===== src/rtl/fibonacci_seq.sv =====
// Iterative Fibonacci peripheral: start/busy/done handshake, modulo-2^WIDTH result
// with sticky overflow, and an optional per-term streaming output.
module fibonacci_seq #(
   parameter int WIDTH   = 8,
   parameter int N_WIDTH = 8,
   parameter int STREAM  = 0
) (
   input  logic               clock,
   input  logic               reset,
   input  logic               start,
   input  logic [N_WIDTH-1:0] n,
   output logic               busy,
   output logic               done,
   output logic [WIDTH-1:0]   fibonacci,
   output logic               term_valid,
   output logic [N_WIDTH-1:0] term_index,
   output logic               overflow
);

   typedef enum logic [1:0] {
      IDLE = 2'd0,
      CALC = 2'd1,
      DONE = 2'd2
   } state_t;

   state_t             state;
   logic [WIDTH-1:0]   a;
   logic [WIDTH-1:0]   b;
   logic               a_ovf;
   logic               b_ovf;
   logic [N_WIDTH-1:0] idx;
   logic [N_WIDTH-1:0] n_lat;

   // One extra bit so the carry out of the modulo add feeds the overflow tracker.
   logic [WIDTH:0]     sum;
   assign sum = {1'b0, a} + {1'b0, b};

   always_ff @(posedge clock or negedge reset) begin
      if (!reset) begin
         state      <= IDLE;
         a          <= '0;
         b          <= '0;
         a_ovf      <= 1'b0;
         b_ovf      <= 1'b0;
         idx        <= '0;
         n_lat      <= '0;
         busy       <= 1'b0;
         done       <= 1'b0;
         fibonacci  <= '0;
         term_valid <= 1'b0;
         term_index <= '0;
         overflow   <= 1'b0;
      end else begin
         case (state)
            IDLE: begin
               if (start) begin
                  n_lat <= n;
                  a     <= '0;
                  b     <= {{(WIDTH-1){1'b0}}, 1'b1};
                  idx   <= '0;
                  a_ovf <= 1'b0;
                  b_ovf <= 1'b0;
                  busy  <= 1'b1;
                  state <= CALC;
               end
            end

            CALC: begin
               if (STREAM != 0) begin
                  term_valid <= 1'b1;
                  term_index <= idx;
                  fibonacci  <= a;
                  overflow   <= a_ovf;
               end
               // Compare before incrementing, so idx stops at n_lat and never wraps.
               if (idx == n_lat) begin
                  fibonacci <= a;
                  overflow  <= a_ovf;
                  done      <= 1'b1;
                  state     <= DONE;
               end else begin
                  a     <= b;
                  b     <= sum[WIDTH-1:0];
                  a_ovf <= b_ovf;
                  b_ovf <= a_ovf | b_ovf | sum[WIDTH];
                  idx   <= idx + 1'b1;
               end
            end

            DONE: begin
               done       <= 1'b0;
               term_valid <= 1'b0;
               busy       <= 1'b0;
               state      <= IDLE;
            end

            default: begin
               state <= IDLE;
            end
         endcase
      end
   end

endmodule


===== config.mk =====
export PLATFORM = sky130hd
export DESIGN_NAME = fibonacci_seq
export DESIGN_NICKNAME = d
export VERILOG_FILES = /design/src/rtl/fibonacci_seq.sv
export SDC_FILE = /design/constraint.sdc
export NUM_CORES = 1
export LEC_CHECK = 0
export ABC_AREA = 1
export BUFFER_PORTS_ARGS = -buffer_cell sky130_fd_sc_hd__buf_2
export CAP_MARGIN = 20
export CORE_MARGIN = 2
export CORE_UTILIZATION = 30
export CTS_BUF_LIST = sky130_fd_sc_hd__clkbuf_16
export DETAILED_ROUTE_END_ITERATION = 8
export GPL_TIMING_DRIVEN = 0
export PLACE_DENSITY_LB_ADDON = 0.3
export SLEW_MARGIN = 0
export SYNTH_ARGS = -nofsm -noshare
export SYNTH_HDL_FRONTEND = slang
export SYNTH_SLANG_ARGS = --single-unit

===== constraint.sdc =====
create_clock -name clock -period 1.97 [get_ports clock]
set_input_delay 0.2955 -clock clock [delete_from_list [all_inputs] [get_ports clock]]
set_output_delay 0.2955 -clock clock [all_outputs]
set_load 0.02 [all_outputs]

==> results.sh <==
export IMPL_status="finished, final reports clean"
export IMPL_io_pin_count=31
export IMPL_core_area_um2=8220
export IMPL_setup_viol=0
export IMPL_cap_violations=0
export IMPL_synthArstFlopShare=1.00
export IMPL_comb_power_share=0.032
export IMPL_cts_root_buf="clkbuf_16"
export IMPL_antenna_found_initial=0
export IMPL_yosys_area_top_type_share=0.462
export IMPL_cp_arrival_ns=1.94
export IMPL_slew_violations=0
export IMPL_clockBufferDepth=2
export IMPL_crit_required_ns=2.15
export IMPL_dieArea_um2=9240
export IMPL_yosysWarningCount=8
export IMPL_power_density_nw_per_um2=662
export IMPL_fin_crit_sh=0.895
export IMPL_netlist_instances=324
export IMPL_place_inst=458
export IMPL_worst_slack_ns=0.207
export IMPL_num_antenna_cells=0
export IMPL_die_w_um=96.2
export IMPL_syn_area_um2=2550
export IMPL_grt_max_degree=48
export IMPL_postCtsSetupBuffers=0
export IMPL_vias=2023
export IMPL_place_gp_congestion=0.861
export IMPL_fillers=864
export IMPL_viasPerCell=4.33
export IMPL_instances_no_fill=467
export IMPL_p_sw_frac=0.204
export IMPL_ys_seq_elements=47
export IMPL_place_area_um2=2810
export IMPL_fin_skew_ns=0.00788
export IMPL_start_util=0.310
export IMPL_overflow=0
export IMPL_synth_seq_area_share=0.462
export IMPL_syn_to_final_growth_pct=18.2
export IMPL_synth_edf_count=0
export IMPL_peakVddDrop_v=0.000404
export IMPL_synth_largest_area_cell="dfrtp_1"
export IMPL_cts_sinks=47
export IMPL_track_usage=0.125
export IMPL_io_buffers=21
export IMPL_final_layout_size_suffix_gt1_frac=0.160
export IMPL_ff_latch_area_um2=1180
export IMPL_crit_path_end_kind="flip-flop"
export IMPL_cts_hold_buffers_added=0
export IMPL_power_switching_mw=0.407
export IMPL_grt_pass1_vias=1843
export IMPL_finalInstanceArea_um2=3010
export IMPL_worst_r2r_setup_slack_ns=0.21
export IMPL_synth_ff_type="dfrtp_1"
export IMPL_cts_tree="built"
export IMPL_tns_ns=0
export IMPL_drcViolationCount=0
export IMPL_ys_types=29
export IMPL_pre_cts_slack_ns=0.199
export IMPL_wl_per_cell_um=11.3
export IMPL_power_mw=1.99
export IMPL_r2r_start="a[0]$_DFFE_PN0P_"
export IMPL_die_y_um=96.2
export IMPL_ant_nets=0
export IMPL_multi_input_area_um2=1160
export IMPL_power_internal_mw=1.59
export IMPL_critPathLaunchType="flip-flop"
export IMPL_cts_buffers_inserted=5
export IMPL_final_util=0.366
export IMPL_criticalPathCategory="flip-flop to flip-flop"
export IMPL_hpwl_um=3670
export IMPL_drt_total_wl_um=5290
export IMPL_htreeDepth=2
export IMPL_reg2reg_depth=10
export IMPL_synthesis_area_per_instance_um2=7.86
export IMPL_holdWs_ns=0.000160
export IMPL_worst_pin_slew_ns=0.582
export IMPL_pwr_share_seq=0.484
export IMPL_timing_final_crit_period_ns=1.76
export IMPL_rsz0062_at_grt="false"
export IMPL_synth_area_top_cells="dfrtp_1 46%, nand2_1 19%, nand3_1 6.3%, ha_1 4.4%, inv_1 3.8%"
export IMPL_finalNetCount=382
export IMPL_drtIter0Drc=79
export IMPL_slew_headroom=0.612
export IMPL_path_clk_slew_ns=0.07
export IMPL_first_pass_iters=4
export IMPL_cts_resized=0
export IMPL_max_freq_mhz=567
export IMPL_rr_endpoint="b_ovf$_DFFE_PN0P_"
export IMPL_clkLatencyLatePin_ns=0.29
export IMPL_min_path_type="input pin to async pin"
export IMPL_cp_max_fo=3
export IMPL_num_rows=33
export IMPL_leakagePower_nw=1.69
export IMPL_pwr_share_clk=0.485
export IMPL_grt_pass1_wl_um=8860
export IMPL_hold_viol_final=0
[worst max path at each step]
stage | slack, ns | cells past startpoint | startpoint | endpoint
final | 0.21 | 10 | a[0]$_DFFE_PN0P_ | b_ovf$_DFFE_PN0P_
after detailed placement | 0.20 | 10 | a[0]$_DFFE_PN0P_ | b_ovf$_DFFE_PN0P_
after global placement | 0.23 | 10 | a[0]$_DFFE_PN0P_ | b_ovf$_DFFE_PN0P_
after global routing | 0.05 | 10 | a[0]$_DFFE_PN0P_ | b_ovf$_DFFE_PN0P_
after CTS | 0.19 | 10 | a[0]$_DFFE_PN0P_ | b_ovf$_DFFE_PN0P_
after floorplan | 0.37 | 10 | a[0]$_DFFE_PN0P_ | b_ovf$_DFFE_PN0P_
[layer usage]
layer | share of wire | track usage | routed length, um | up-vias
met1 | 0.49 | 0.167 | 2590 | 904
met2 | 0.45 | 0.199 | 2390 | 36
met5 | 0 | 0 | 0 | -
met3 | 0.042 | 0.0258 | 220 | 7
li1 | - | - | - | 1076
met4 | 0.015 | 0.0476 | 80 | 0
[critical path, cell delays in order (launching register included)]
cell,delay (ns)
dfrtp_1,0.41
ha_1,0.24
fa_1,0.39
nand2_1,0.10
nand2_1,0.09
nand3b_1,0.12
nand2_1,0.08
nand2_1,0.06
nand3_1,0.06
nand2_1,0.06
nand2_1,0.05
[logic make-up (layout without fill, tap and decap cells)]
kind of cell | after synthesis | count (layout) | share of synthesized area
and+or+nand+nor | 198 | 198 | 0.333
xor gates and xnor gates | 5 | 5 | 0.0172
adders and majority gates | 10 | 10 | 0.0521
DFF | 47 | 47 | 0.462
AOI/OAI and AO/OA | 14 | 14 | 0.0275
other | 1 | 9 | 0.00147
buffers and inverters | 46 | 76 | 0.0933
muxes | 3 | 3 | 0.0133
[power groups by stage]
stage | registers, mW | clock network (mW) | logic, mW
2_1_floorplan | 0.983 | 0 | 0.0287
3_5_place_dp | 0.983 | 0 | 0.0583
3_3_place_gp | 0.983 | 0 | 0.0579
4_1_cts | 0.964 | 0.996 | 0.0582
5_1_grt | 0.964 | 1.04 | 0.0722
6_report | 0.965 | 0.966 | 0.0633
[area by class of cell]
cell class,count,share of cell area
Buffer,18,0.0441
Clock inverter,3,0.0145
Tap cell,105,0.0436
Multi-Input combinational cell,239,0.387
Sequential cell,47,0.391
Timing Repair Buffer,22,0.0441
Clock buffer,5,0.0416
Inverter,28,0.0349
[synth_stat cells, types with 4 or more instances]
cell,number
dfrtp_1,47
nand2_1,128
buf_4,10
buf_2,4
inv_1,26
nor2_1,18
nor3_1,4
a21oi_1,11
ha_1,9
nand3_1,32
[flip-flops by register name, summed over array words and instances, names as in the netlist]
| register | flops |
|---|---|
| a | 8 |
| b | 8 |
| fibonacci | 8 |
| idx | 8 |
| n_lat | 8 |
| state | 2 |
| a_ovf | 1 |
| b_ovf | 1 |
| busy | 1 |
| done | 1 |
| overflow | 1 |
[layout by cell type, fill, tap and decap left out, types with 4 or more instances in the layout]
master / n
nand2_1: 128
dfrtp_1: 47
nand3_1: 32
inv_1: 26
buf_2: 25
nor2_1: 18
a21oi_1: 11
buf_4: 10
ha_1: 9
conb_1: 9
clkbuf_16: 5
nor3_1: 4
(Power assumes the default switching activity.)
